[src/rtl/fifo_wr_arbiter_if.sv]
`default_nettype none
// ============================================================================
// Module      : fifo_wr_arbiter_if
// Description : Bundle of the requester-side valid/ready/last bursts and the
//               FIFO write-side signals shared by the round-robin write
//               arbiter.
//               master - arbiter view (drives ready, FIFO write, status)
//               slave  - requester/FIFO view (drives valid, data, last, full)
// Signals     : req_valid/req_data/req_last/req_ready - per-requester bursts
//               fifo_full/fifo_wr_en/fifo_wr_data      - FIFO write port
//               grant_id/busy/timeout_err              - arbiter status
// Revision    : 1.0 - initial release
// ============================================================================
interface fifo_wr_arbiter_if #(
   parameter int NUM_REQ    = 4,
   parameter int DATA_WIDTH = 8,
   parameter int ID_WIDTH   = 2
);
   logic [NUM_REQ-1:0]            req_valid;
   logic [NUM_REQ*DATA_WIDTH-1:0] req_data;
   logic [NUM_REQ-1:0]            req_last;
   logic [NUM_REQ-1:0]            req_ready;
   logic                          fifo_full;
   logic                          fifo_wr_en;
   logic [DATA_WIDTH-1:0]         fifo_wr_data;
   logic [ID_WIDTH-1:0]           grant_id;
   logic                          busy;
   logic                          timeout_err;

   modport master (
      input  req_valid, req_data, req_last, fifo_full,
      output req_ready, fifo_wr_en, fifo_wr_data, grant_id, busy, timeout_err
   );

   modport slave (
      output req_valid, req_data, req_last, fifo_full,
      input  req_ready, fifo_wr_en, fifo_wr_data, grant_id, busy, timeout_err
   );
endinterface
`default_nettype wire

[src/rtl/fifo_wr_arbiter.sv]
`default_nettype none
// ============================================================================
// Module      : fifo_wr_arbiter
// Description : Round-robin arbiter sharing one FIFO write port among
//               NUM_REQ burst requesters. The port stays locked to one
//               requester from its first to its last beat, and a watchdog
//               aborts a locked burst whose requester idles for TIMEOUT
//               consecutive cycles (TIMEOUT = 0 disables it).
// Ports       : clk - FIFO write clock
//               rst - synchronous active-high reset
//               bus - fifo_wr_arbiter_if.master (requesters + FIFO write)
// Revision    : 1.0 - initial release
// ============================================================================
module fifo_wr_arbiter #(
   parameter int NUM_REQ    = 4,
   parameter int DATA_WIDTH = 8,
   parameter int ID_WIDTH   = 2,
   parameter int TIMEOUT    = 15
) (
   input  wire logic         clk,
   input  wire logic         rst,
   fifo_wr_arbiter_if.master bus
);
   localparam int CNT_W = (TIMEOUT > 0) ? $clog2(TIMEOUT + 1) : 1;
   localparam int PAD_W = 2 ** ID_WIDTH;

   localparam logic [0:0] S_IDLE = 1'b0;
   localparam logic [0:0] S_LOCK = 1'b1;

   logic [0:0]            state_q, state_d;
   logic [ID_WIDTH-1:0]   grant_q, grant_d;
   logic [ID_WIDTH-1:0]   last_q,  last_d;
   logic [CNT_W-1:0]      stall_q, stall_d;
   logic                  tout_q,  tout_d;

   logic [PAD_W-1:0]      w_valid_pad;
   logic [PAD_W-1:0]      w_last_pad;
   logic                  w_gvalid;
   logic                  w_glast;
   logic                  w_xfer;
   logic                  w_found;
   logic [ID_WIDTH-1:0]   w_pick;
   logic [DATA_WIDTH-1:0] w_gdata;
   int                    w_cand;

   // Granted requester view and rotating-priority search. Vectors are padded
   // to 2**ID_WIDTH so they can be indexed directly by an ID.
   always_comb begin
      w_valid_pad                = '0;
      w_last_pad                 = '0;
      w_valid_pad[NUM_REQ-1:0]   = bus.req_valid;
      w_last_pad[NUM_REQ-1:0]    = bus.req_last;
      w_gvalid                   = w_valid_pad[grant_q];
      w_glast                    = w_last_pad[grant_q];
      w_xfer                     = (state_q == S_LOCK) && w_gvalid && !bus.fifo_full;

      w_gdata = '0;
      for (int i = 0; i < NUM_REQ; i++) begin
         if (grant_q == ID_WIDTH'(i)) begin
            w_gdata = bus.req_data[i*DATA_WIDTH +: DATA_WIDTH];
         end
      end

      // Search starts just after the previous winner and wraps, so the
      // previous winner is examined last.
      w_found = 1'b0;
      w_pick  = '0;
      w_cand  = 0;
      for (int k = 1; k <= NUM_REQ; k++) begin
         w_cand = int'(last_q) + k;
         if (w_cand >= NUM_REQ) begin
            w_cand = w_cand - NUM_REQ;
         end
         if (!w_found && w_valid_pad[ID_WIDTH'(w_cand)]) begin
            w_found = 1'b1;
            w_pick  = ID_WIDTH'(w_cand);
         end
      end
   end

   // State register
   always_ff @(posedge clk) begin
      if (rst) begin
         state_q <= S_IDLE;
         grant_q <= '0;
         last_q  <= ID_WIDTH'(NUM_REQ - 1);
         stall_q <= '0;
         tout_q  <= 1'b0;
      end else begin
         state_q <= state_d;
         grant_q <= grant_d;
         last_q  <= last_d;
         stall_q <= stall_d;
         tout_q  <= tout_d;
      end
   end

   // Next-state logic
   always_comb begin
      state_d = state_q;
      grant_d = grant_q;
      last_d  = last_q;
      stall_d = stall_q;
      tout_d  = 1'b0;
      case (state_q)
         S_IDLE: begin
            if (w_found) begin
               state_d = S_LOCK;
               grant_d = w_pick;
               last_d  = w_pick;
               stall_d = '0;
            end
         end
         S_LOCK: begin
            if (w_xfer) begin
               stall_d = '0;
               if (w_glast) begin
                  state_d = S_IDLE;
               end
            end else if (!w_gvalid) begin
               // Counter would reach TIMEOUT at this edge: abort instead.
               // Full-blocked cycles with valid high fall through untouched.
               if ((TIMEOUT != 0) && (stall_q == CNT_W'(TIMEOUT - 1))) begin
                  state_d = S_IDLE;
                  tout_d  = 1'b1;
                  stall_d = '0;
               end else if (stall_q != {CNT_W{1'b1}}) begin
                  stall_d = stall_q + CNT_W'(1);
               end
            end
         end
         default: begin
            state_d = S_IDLE;
         end
      endcase
   end

   // Output logic
   always_comb begin
      for (int i = 0; i < NUM_REQ; i++) begin
         bus.req_ready[i] = (state_q == S_LOCK) && (grant_q == ID_WIDTH'(i)) && !bus.fifo_full;
      end
      bus.fifo_wr_en   = w_xfer;
      bus.fifo_wr_data = (state_q == S_LOCK) ? w_gdata : '0;
      bus.grant_id     = grant_q;
      bus.busy         = (state_q == S_LOCK);
      bus.timeout_err  = tout_q;
   end
endmodule
`default_nettype wire

[src/flat_wrapper.sv]
// flat-port wrapper written by rule: the top's interface ports become plain ports
module fifo_wr_arbiter_flat 
#(
   parameter int NUM_REQ    = 4,
   parameter int DATA_WIDTH = 8,
   parameter int ID_WIDTH   = 2,
   parameter int TIMEOUT    = 15
)
  (clk, rst, bus_req_valid, bus_req_data, bus_req_last, bus_fifo_full, bus_req_ready, bus_fifo_wr_en, bus_fifo_wr_data, bus_grant_id, bus_busy, bus_timeout_err);
  fifo_wr_arbiter_if #(.NUM_REQ(NUM_REQ), .DATA_WIDTH(DATA_WIDTH), .ID_WIDTH(ID_WIDTH)) bus_i ();
  input  wire logic clk;
  input  wire logic rst;
  input wire logic [$bits(bus_i.req_valid)-1:0] bus_req_valid;
  input wire logic [$bits(bus_i.req_data)-1:0] bus_req_data;
  input wire logic [$bits(bus_i.req_last)-1:0] bus_req_last;
  input wire logic [$bits(bus_i.fifo_full)-1:0] bus_fifo_full;
  output wire logic [$bits(bus_i.req_ready)-1:0] bus_req_ready;
  output wire logic [$bits(bus_i.fifo_wr_en)-1:0] bus_fifo_wr_en;
  output wire logic [$bits(bus_i.fifo_wr_data)-1:0] bus_fifo_wr_data;
  output wire logic [$bits(bus_i.grant_id)-1:0] bus_grant_id;
  output wire logic [$bits(bus_i.busy)-1:0] bus_busy;
  output wire logic [$bits(bus_i.timeout_err)-1:0] bus_timeout_err;
  assign bus_i.req_valid = bus_req_valid;
  assign bus_i.req_data = bus_req_data;
  assign bus_i.req_last = bus_req_last;
  assign bus_i.fifo_full = bus_fifo_full;
  assign bus_req_ready = bus_i.req_ready;
  assign bus_fifo_wr_en = bus_i.fifo_wr_en;
  assign bus_fifo_wr_data = bus_i.fifo_wr_data;
  assign bus_grant_id = bus_i.grant_id;
  assign bus_busy = bus_i.busy;
  assign bus_timeout_err = bus_i.timeout_err;
  fifo_wr_arbiter #(.NUM_REQ(NUM_REQ), .DATA_WIDTH(DATA_WIDTH), .ID_WIDTH(ID_WIDTH), .TIMEOUT(TIMEOUT)) u_core (.clk(clk), .rst(rst), .bus(bus_i));
endmodule
[config.mk]
export PLATFORM = sky130hd
export DESIGN_NAME = fifo_wr_arbiter_flat
export DESIGN_NICKNAME = d
export VERILOG_FILES = /design/src/rtl/fifo_wr_arbiter_if.sv /design/src/rtl/fifo_wr_arbiter.sv /design/src/flat_wrapper.sv
export SDC_FILE = /design/constraint.sdc
export NUM_CORES = 1
export LEC_CHECK = 0
export CAP_MARGIN = 20
export CORE_ASPECT_RATIO = 0.8
export CORE_MARGIN = 3
export CORE_UTILIZATION = 37
export CTS_BUF_LIST = sky130_fd_sc_hd__clkbuf_16
export CTS_CLUSTER_DIAMETER = 100
export DETAILED_ROUTE_END_ITERATION = 10
export GPL_TIMING_DRIVEN = 0
export HOLD_SLACK_MARGIN = 0.08
export PLACE_DENSITY = 0.8
export SETUP_SLACK_MARGIN = 0.05
export SYNTH_ARGS = -nofsm -noshare
export SYNTH_HDL_FRONTEND = slang
export SYNTH_SLANG_ARGS = --single-unit
[constraint.sdc]
create_clock -name clk -period 2.1 [get_ports clk]
set_input_delay 0.42 -clock clk [delete_from_list [all_inputs] [get_ports clk]]
set_output_delay 0.42 -clock clk [all_outputs]
set_load 0.01 [all_outputs]
==> summary.md <==
| Metric | Value |
|---|---|
| Leak | 0.735 nW |
| Maximum clock insertion buffer count | 2 |
| Worst Max-Slew Pin Slew | 0.579 ns |
| Die W | 63.3 um |
| Top post-synthesis cells by area | dfxtp_1 21%, mux4_2 19%, mux4_1 5.4% |
| Final antenna-violating net count | 0 |
| Power share of the combinational group | 42.5% |
| Kind of critical path | flop to primary output |
| First-pass GRT wire length | 5.33 mm |
| Routed WL per cell | 16.9 um |
| Total wire length | 3.59 mm |
| Final period demand of the worst path | 2.07 ns |
| Dpl hpwl | 2.72 mm |
| Clock share of power | 35.6% |
| Cell Rows | 15 |
| Internal | 0.000718 W |
| Flops & latches, synth | 10 |
| Pwr Density | 552 nW/um2 |
| Crit share post-route | 98.4% |
| Worst Path Arrival | 1.65 ns |
| Synth top area share | 20.6% |
| Endpoints failing hold | 0 |
| Synthesized area per cell | 9.00 um2 |
| Fraction of registers with async set/reset | 0% |
| EDFF count, synth | 0 |
| Total gr overflow | 0 |
| Mapped Nets | 151 |
| Filler Cells Inserted | 176 |
| Worst-path clk slew | 0.04 ns |
| Total Routing Usage GR | 21.3% |
| Critical Path Fanout Max | 5 |
| Clk sink count | 10 |
| DR DRC count | 0 |
| Peak VDD IR | 0.306 mV |
| Height of the die | 51.8 um |
| Hold WC Path Type | flop to flop |
| H-Tree Depth | 1 |
| CTS tree | yes |
| # diodes | 0 |
| Sw power | 0.000272 W |
| Hold WS | 0.568 ns |
| Placed cell area | 1600 um2 |
| Sequential share of the synthesized area | 20.6% |
| Number of max-cap violations | 0 |
| Worst setup SP type | flop |
| Area grow syn2layout | 84.4% |
| Cell taking the most area after synthesis | dfxtp_1 |
| Core ar. | 2330 um2 |
| Finished Cell Area | 1790 um2 |
| Initial antenna violation count | 0 |
| Starting Density | 41.8% |
| Status | completed |
| Crit path required time | 1.68 ns |
| I/O Buffers | 58 |
| Vias in the first global route | 1083 |
| Initial drt markers | 129 |
| Die Area | 3280 um2 |
| Slew HR | 61.1% |
| Slew Limit Fails | 0 |
| Clk_lat worst skew | 0.24 ns |
| Post-Syn Instances | 108 |
| Setup violators final | 0 |
| Top_reg_cell synth | dfxtp_1 |
| R2R setup slack | 0.11 ns |
| Most common cell after layout, fill and taps aside | clkdlybuf4s50_1 |
| RSZ-0062 raised after global routing | true |
| Cell variety after synth | 38 |
| TritonRoute pass-1 iters | 4 |
| Sequential Power Share | 21.9% |
| Syn. warnings | 0 |
| Share of cells above drive strength 1 | 26.4% |
| Root Buffer | clkbuf_16 |
| Most frequent cells in the layout | 41 x clkdlybuf4s50_1, 9 x buf_6, 9 x mux4_2, 9 x dfxtp_1 |
| Post-Route Skew | 0.00231 ns |
| IO Count | 60 |
| Maximum clock frequency | 484 MHz |
| NumNets Final | 222 |
| Gpl congestion | 0.824 |
| Crit end category | primary output |
| Largest net degree at the start of global routing | 11 |
| Vias per cell | 5.50 |
| Post-Syn Area | 972 um2 |
| DR vias | 1165 |
| Switching share of power | 27.5% |
| CTS buffer count | 3 |
timing repair:
item / 4_1_cts / 5_1_grt
buffers inserted: 4 / 3
gates resized for setup: 66 / 11
hold buffers: 0 / 0
pin swaps: 1 / 2
cloned: 0 / 1
setup endpoints to repair: 15 / 10
area by class of cell:
cell class	instances	area, um2	share of cell area, %
Clock buffer	3	75.1	4.19
Timing Repair Buffer	66	648	36.1
Inverter	2	7.51	0.419
Sequential cell	10	201	11.2
Tap cell	34	42.5	2.37
Buffer	9	77.6	4.33
Clock inverter	1	3.75	0.209
Multi-Input combinational cell	87	737	41.1
stage by stage:
stage | utilization, % | setup TNS [ns] | setup slack, ns | total power [W] | instances
after floorplan | - | 0 | 0.0668 | 0.000404 | 108
after global placement | 68.5 | -5.38 | -0.498 | 0.000566 | 200
after detailed placement | 68.5 | -5.98 | -0.529 | 0.000578 | 200
after CTS | 73.7 | 0 | 0.0217 | 0.000950 | 208
after global routing | 77.0 | 0 | 0.0000105 | 0.00104 | 212
final | 77.0 | 0 | 0.0342 | 0.000990 | 212
power groups by stage:
stage / clock network, W / logic [W] / registers [W]
floorplan: 0 / 0.000185 / 0.000219
global placement: 0 / 0.000348 / 0.000218
detailed placement: 0 / 0.000359 / 0.000219
CTS: 0.000350 / 0.000383 / 0.000216
global route: 0.000369 / 0.000448 / 0.000219
finish: 0.000352 / 0.000421 / 0.000217
critical path, cell delays in order (launching register included):
cell	delay [ns]
dfxtp_2	0.33
buf_6	0.12
clkbuf_16	0.14
mux4_2	0.50
and2_4	0.17
buf_2	0.14
path summary, 6_finish.rpt:
| path | startpoint | end | depth (start not counted) |
|---|---|---|---|
| hold / removal | u_core.stall_q[2] | u_core.stall_q[2] | 2 |
| setup reg to reg | u_core.bus.grant_id[0] | u_core.stall_q[2] | 6 |
| setup / recovery | u_core.bus.grant_id[0] | bus_fifo_wr_data[2] | 5 |
| hold reg to reg | u_core.stall_q[2] | u_core.stall_q[2] | 2 |
state kept, by name (all words and copies together), names as in the netlist:
name,flops
u_core.bus.timeout_err,1
u_core.bus.grant_id,2
u_core.last_q,2
u_core.bus.busy,1
u_core.stall_q,4
logic make-up after synthesis:
group	after synthesis	synth area share (%)
flip-flops	10	20.6
AND/OR/NAND/NOR	51	31.5
AO/OA/AOI/OAI	24	16.9
buffers and inverters	11	5.02
multiplexers	12	26.0
cells in the mapped netlist (all sizes together) (2+ instances only):
cell / count
o21ai: 3
nand3b: 3
a21o: 3
clkbuf: 8
nand3: 3
and2: 9
a21oi: 7
nand2b: 5
inv: 2
o211a: 2
nor3b: 2
mux2i: 2
nor2b: 5
dfxtp: 10
mux4: 10
o211ai: 3
nand2: 6
nor3: 2
nor2: 6
per-layer routing:
layer / GRT usage (%) / vias to the layer above / wire length [um]
li1: - / 549 / -
met1: 24.9 / 564 / 1390
met2: 38.2 / 43 / 1950
met3: 4.32 / 9 / 158
met4: 9.32 / 0 / 80
met5: 0 / - / 0
No activity file was read; power rests on OpenSTA's default activity.
==> variant 1: new RTL, same settings <==
`DATA_WIDTH` is set to 8 in 3 places; all go to 10.
--- a/src/rtl/fifo_wr_arbiter_if.sv
+++ b/src/rtl/fifo_wr_arbiter_if.sv
@@ -14,5 +14,5 @@
 interface fifo_wr_arbiter_if #(
    parameter int NUM_REQ    = 4,
-   parameter int DATA_WIDTH = 8,
+   parameter int DATA_WIDTH = 10,
    parameter int ID_WIDTH   = 2
 );
--- a/src/rtl/fifo_wr_arbiter.sv
+++ b/src/rtl/fifo_wr_arbiter.sv
@@ -14,5 +14,5 @@
 module fifo_wr_arbiter #(
    parameter int NUM_REQ    = 4,
-   parameter int DATA_WIDTH = 8,
+   parameter int DATA_WIDTH = 10,
    parameter int ID_WIDTH   = 2,
    parameter int TIMEOUT    = 15
--- a/src/flat_wrapper.sv
+++ b/src/flat_wrapper.sv
@@ -3,5 +3,5 @@
 #(
    parameter int NUM_REQ    = 4,
-   parameter int DATA_WIDTH = 8,
+   parameter int DATA_WIDTH = 10,
    parameter int ID_WIDTH   = 2,
    parameter int TIMEOUT    = 15
Ports: changed (resized bus_fifo_wr_data and bus_req_data); port bits go from 60 to 70. The function was not compared with the original's and may differ.
==> variant 1 against the original RTL <==
The run now ends with setup timing left; global-route usage grew 3.7 points; via count up 13%; hold slack better by 8.8 ps; utilization is 1.9 points higher; final area increased by 13%; non-clock buffer count grew 21; synthesized area grew 6.7%; routed wire length up 14%; sequential cell count stayed put; power increased by 7.0%; fmax shrank 2.3%; critical path depth increased by 1; register-to-register slack got worse by 20 ps; setup slack worse by 49 ps; largest cell class is now non-clock buffers; highest routed layer unchanged.
==> variant 1: results (changes against the original RTL) <==
Logic synthesis:
- Cell types with the highest counts after synthesis: sky130_fd_sc_hd__and2_1 (10), sky130_fd_sc_hd__dfxtp_1 (10), sky130_fd_sc_hd__mux4_2 (8) (was sky130_fd_sc_hd__dfxtp_1 (10), sky130_fd_sc_hd__and2_1 (8), sky130_fd_sc_hd__clkbuf_1 (8), sky130_fd_sc_hd__mux4_2 (8), sky130_fd_sc_hd__a21oi_1 (7)).
- The share of synthesized registers carrying an async set or reset is 0 (unchanged).
- Ranking of synthesized cells by area: sky130_fd_sc_hd__dfxtp_1 (19%), sky130_fd_sc_hd__mux4_2 (17%), sky130_fd_sc_hd__mux4_1 (10%) (was sky130_fd_sc_hd__dfxtp_1 (21%), sky130_fd_sc_hd__mux4_2 (19%), sky130_fd_sc_hd__mux4_1 (5.4%)).
- The part of the Yosys area used for sequential elements came to 0.193 (was 0.206).
- The count of unique library cells instantiated by Yosys is 39 (was 38).
- The number of nets in the synthesized netlist is 163 (was 151).

Drt:
- The number of search-and-repair iterations in the first detailed-routing pass was 4 (unchanged).
- The total wire length came to 4.10 mm (was 3.59 mm).
- The met3 wirelength from detailed routing came to 235 um (was 158 um).
- The routed metal-1 wirelength came to 1.59 mm (was 1.39 mm).
- The routed length on met2 is 2.22 mm (was 1.95 mm).
- The detailed router's first-iteration violation count is 102 (was 129).
- The via density per instance came to 5.51 (was 5.50).

Worst setup path:
- The maximum fanout along the worst path is 6 (was 5).
- The critical path endpoint is bus_fifo_wr_data[3] (was bus_fifo_wr_data[2]).
- The data arrival time of the critical path is 1690 ps (was 1650 ps).
- The worst-case register-to-register setup slack is 90 ps (was 110 ps).

Status:
- The checks that failed: setup timing.
- Result of the run: complete, but fails checks (was finished clean).

Pwr:
- The worst-case vdd ir drop is 0.300 mV (was 0.306 mV).
- The reported leakage power is 0.863 nW (was 0.735 nW).

Hold path:
- The instance count along the most critical hold path was 2 (unchanged).
- The startpoint of the lowest-slack hold path is u_core.bus.busy$_SDFF_PP0_ (was u_core.stall_q[2]$_SDFFE_PP0P_).
- The worst hold endpoint is u_core.bus.timeout_err$_SDFF_PP0_ (was u_core.stall_q[2]$_SDFFE_PP0P_).

STA:
- The worst clock skew on the final layout is 4.37 ps (was 2.31 ps).
- The setup slack after layout came to -14.7 ps (was 34.2 ps).
- The final count of negative-setup-slack endpoints is 2 (was 0).
- The relative max-transition margin is 0.589 (was 0.611).

Layout:
- The flip-flop count of the largest register after layout is 4 (unchanged).
- The number of nets in the layout is 255 (was 222).
- The ratio of cells with drive above 1 in the final layout is 0.320 (was 0.264).

Global routing:
- The met3 usage in global routing is 0.0594 (was 0.0432).
- The number of global-route vias before repair came to 1,445 (was 1,083).
- The met2 capacity usage during global routing is 0.469 (was 0.382).
- The aggregate global-route resource usage is 0.250 (was 0.213).
- The met1 track utilization from global routing is 0.282 (was 0.249).

Placed design:
- The instance area after placement came to 1760 um^2 (was 1600 um^2).
- The post-placement worst setup slack came to -579 ps (was -529 ps).
- The estimated wirelength of the detail-placed design is 2.97 mm (was 2.72 mm).
- The number of buffer cells added on primary ports is 68 (was 58).
==> variant 1: cell types whose count changed after synthesis, sizes merged <==
cell	unedited run	this run
clkbuf	8	7
buf	1	2
and2	9	11
mux4	10	12
==> variant 1: layout make-up <==
type                            instances  area [um^2]
Multi-Input combinational cell         91          801
Fill cell                             187          541
Inverter                                2         7.51
Clock buffer                            3         75.1
Timing Repair Buffer                   87          816
Clock inverter                          1         3.75
Tap cell                               36         45.0
Sequential cell                        10          201
Buffer                                  9         72.6
==> variant 1: cell families after synthesis <==
logic type	share of synthesized area
mux	0.294
compound gates	0.158
simple gates	0.308
flops	0.193
buf+inv	0.0470
==> variant 1: worst max-delay path, cell delays in order, from the launching register on <==
cell,delay (ps)
sky130_fd_sc_hd__dfxtp_2,340
sky130_fd_sc_hd__buf_6,130
sky130_fd_sc_hd__buf_4,120
sky130_fd_sc_hd__buf_6,90
sky130_fd_sc_hd__mux4_2,490
sky130_fd_sc_hd__and2_4,150
sky130_fd_sc_hd__buf_2,130
==> variant 1: what timing repair did <==
action                     CTS  global route
buffers inserted            17             1
hold endpoints to repair     0             0
pin swaps                    3             4
hold buffers                 0             0
setup endpoints to repair   17            16
resized for setup           83             9
cloned                       1             0
==> variant 1: report_power, final <==
group	switching (mW)	total [mW]	internal, mW
clock network	0.0976	0.348	0.250
logic	0.180	0.493	0.313
registers	0.0135	0.218	0.205
total	0.292	1.06	0.768
==> variant 1: stage by stage <==
step	cells	util	power [mW]	hold WS [ps]	setup TNS, ps
after floorplan	112	-	0.421	489	0
after global placement	216	0.688	0.608	538	-6130
after detailed placement	216	0.688	0.620	547	-6960
after CTS	238	0.777	1.03	567	0
after global routing	239	0.789	1.11	600	-120
final	239	0.789	1.06	577	-15.4
==> variant 2: new RTL, config.mk and constraints unchanged <==
Without the edit above. Make the reset (`rst`) asynchronous in one clocked block. Comments in the files are not updated.
--- a/src/rtl/fifo_wr_arbiter.sv
+++ b/src/rtl/fifo_wr_arbiter.sv
@@ -80,5 +80,5 @@
 
    // State register
-   always_ff @(posedge clk) begin
+   always_ff @(posedge clk or posedge rst) begin
       if (rst) begin
          state_q <= S_IDLE;
Check against the original RTL: differs if rst is asserted again (counterexample within 4 cycles, from zero or initial values and one cycle with rst high); with rst held inactive, the same outputs for 10 cycles.
==> variant 2 against the original RTL <==
The flow now finishes with violations (setup timing); utilization down 2.7 points; critical path type unchanged; sequential cell count unchanged; final area grew 2.9%; highest routed layer unchanged; setup slack got worse by 60 ps; non-clock buffer count rose by 7; critical endpoint is now bus_fifo_wr_data[4]; synthesized area up 1.3%; routed wire length down 0.61%.
Power is not compared: it rests on default switching activity, and its combinational part moved more than twofold at a synthesized area within 25%.
==> variant 2: results (changes against the original RTL) <==
Status:
- Result of the run: complete, but fails checks (was finished clean).
- The checks that failed: setup timing.

Logic synthesis:
- The main flop type after synthesis was sky130_fd_sc_hd__dfrtp_1 (was sky130_fd_sc_hd__dfxtp_1).
- Cell types with the highest counts after synthesis: sky130_fd_sc_hd__nand2_1 (9), sky130_fd_sc_hd__and2_1 (8), sky130_fd_sc_hd__dfrtp_1 (8) (was sky130_fd_sc_hd__dfxtp_1 (10), sky130_fd_sc_hd__and2_1 (8), sky130_fd_sc_hd__clkbuf_1 (8), sky130_fd_sc_hd__mux4_2 (8), sky130_fd_sc_hd__a21oi_1 (7)).
- The count of unique library cells instantiated by Yosys is 42 (was 38).
- The share of synthesized registers carrying an async set or reset is 1.00 (was 0).
- The part of the Yosys area used for sequential elements was 0.257 (was 0.206).
- Ranking of synthesized cells by area: sky130_fd_sc_hd__dfrtp_1 (20%), sky130_fd_sc_hd__mux4_1 (13%), sky130_fd_sc_hd__mux4_2 (11%) (was sky130_fd_sc_hd__dfxtp_1 (21%), sky130_fd_sc_hd__mux4_2 (19%), sky130_fd_sc_hd__mux4_1 (5.4%)).
- The number of nets in the synthesized netlist is 141 (was 151).

Global routing:
- The number of global-route vias before repair came to 1,167 (was 1,083).
- The first-pass GRT wire length is 5.57 mm (was 5.33 mm).
- The aggregate global-route resource usage is 0.225 (was 0.213).

Worst setup path:
- The worst-case register-to-register setup slack was 220 ps (was 110 ps).
- The worst reg2reg path depth came to 8 (was 6).
- The critical path endpoint is bus_fifo_wr_data[4] (was bus_fifo_wr_data[2]).
- The critical register-to-register path endpoint is u_core.stall_q[2]$_DFFE_PP0P_ (was u_core.stall_q[2]$_SDFFE_PP0P_).

Drt:
- The via density per instance is 5.25 (was 5.50).
- The total wire length is 3.56 mm (was 3.59 mm).
- The detailed router's first-iteration violation count was 44 (was 129).

STA:
- The final count of negative-setup-slack endpoints is 3 (was 0).
- The slew of the pin with the lowest slew margin is 488 ps (was 579 ps).
- The setup slack after layout is -26.0 ps (was 34.2 ps).
- The final-layout setup total negative slack was -55.2 ps (was 0 ps).

Placed design:
- The final weighted congestion in routability-driven placement is 0.844 (was 0.824).
- The number of buffer cells added on primary ports is 59 (was 58).
- The estimated wirelength of the detail-placed design was 2.61 mm (was 2.72 mm).
- The instance area after placement is 1620 um^2 (was 1600 um^2).

Hold path:
- The kind of path behind the tightest hold check was input port to asynchronous set/reset pin (was register to register).

Layout:
- The ratio of cells with drive above 1 in the final layout was 0.358 (was 0.264).
[variant 2: cell types whose count changed after synthesis, sizes merged, moves of 3 or more]
cell	delta
a21oi	-4
nor2b	-4
clkbuf	-5
nand2b	-3
nand3b	-3
nand2	+3
inv	+4
dfxtp	-10
dfrtp	+8
buf	+4
[variant 2: power groups by stage]
stage / clock network [mW] / logic (mW) / registers (mW)
floorplan: 0 / 0.781 / 0.356
global placement: 0 / 1.27 / 0.352
detailed placement: 0 / 1.29 / 0.358
CTS: 0.345 / 1.42 / 0.374
global route: 0.354 / 1.81 / 0.388
finish: 0.341 / 1.68 / 0.377
[variant 2: cell type report]
class	count	area [um^2]
Clock inverter	1	3.75
Tap cell	36	45.0
Inverter	6	22.5
Timing Repair Buffer	75	712
Sequential cell	10	254
Multi-Input combinational cell	74	667
Fill cell	198	638
Buffer	7	65.1
Clock buffer	3	75.1
[variant 2: cell families after synthesis]
family / synth area share
buf+inv: 0.0711
simple gates: 0.230
flops: 0.257
compound gates: 0.163
mux: 0.280
[variant 2: repair_timing]
action                                 CTS  global route
buffers inserted                        10             8
gates resized for setup                 66            20
endpoints found under the hold margin    0             0
pin swaps                                4             0
setup endpoints to repair               13            11
[variant 2: worst min path at each step]
stage                                          endpoint  slack [ps]  depth (start not counted)
after floorplan               u_core.bus.busy$_DFF_PP0_         260                          1
after global placement     u_core.last_q[0]$_DFFE_PP1P_         520                          2
after detailed placement   u_core.last_q[0]$_DFFE_PP1P_         530                          2
after CTS                 u_core.stall_q[3]$_DFFE_PP0P_         460                          2
after global routing      u_core.stall_q[3]$_DFFE_PP0P_         480                          2
final                     u_core.stall_q[3]$_DFFE_PP0P_         450                          2
[variant 2: metrics by stage]
stage,setup WS (ps),instances
floorplan,235,98
global placement,-567,193
detailed placement,-590,193
CTS,-87.2,206
global route,-66.2,212
finish,-26.0,212
[variant 2: worst max-delay path, stage by stage (launching register included)]
cell                      delay, ps
sky130_fd_sc_hd__dfrtp_1        360
sky130_fd_sc_hd__buf_6          130
sky130_fd_sc_hd__buf_8          120
sky130_fd_sc_hd__buf_6           90
sky130_fd_sc_hd__mux4_2         490
sky130_fd_sc_hd__and2_4         160
sky130_fd_sc_hd__buf_6          110
[variant 2: routing by layer]
| layer | track usage | up-vias | part of all wire |
|---|---|---|---|
| li1 | - | 532 | - |
| met1 | 0.240 | 547 | 0.38 |
| met2 | 0.435 | 28 | 0.56 |
| met3 | 0.0605 | 6 | 0.041 |
| met4 | 0.0681 | 0 | 0.020 |
| met5 | 0 | - | 0 |
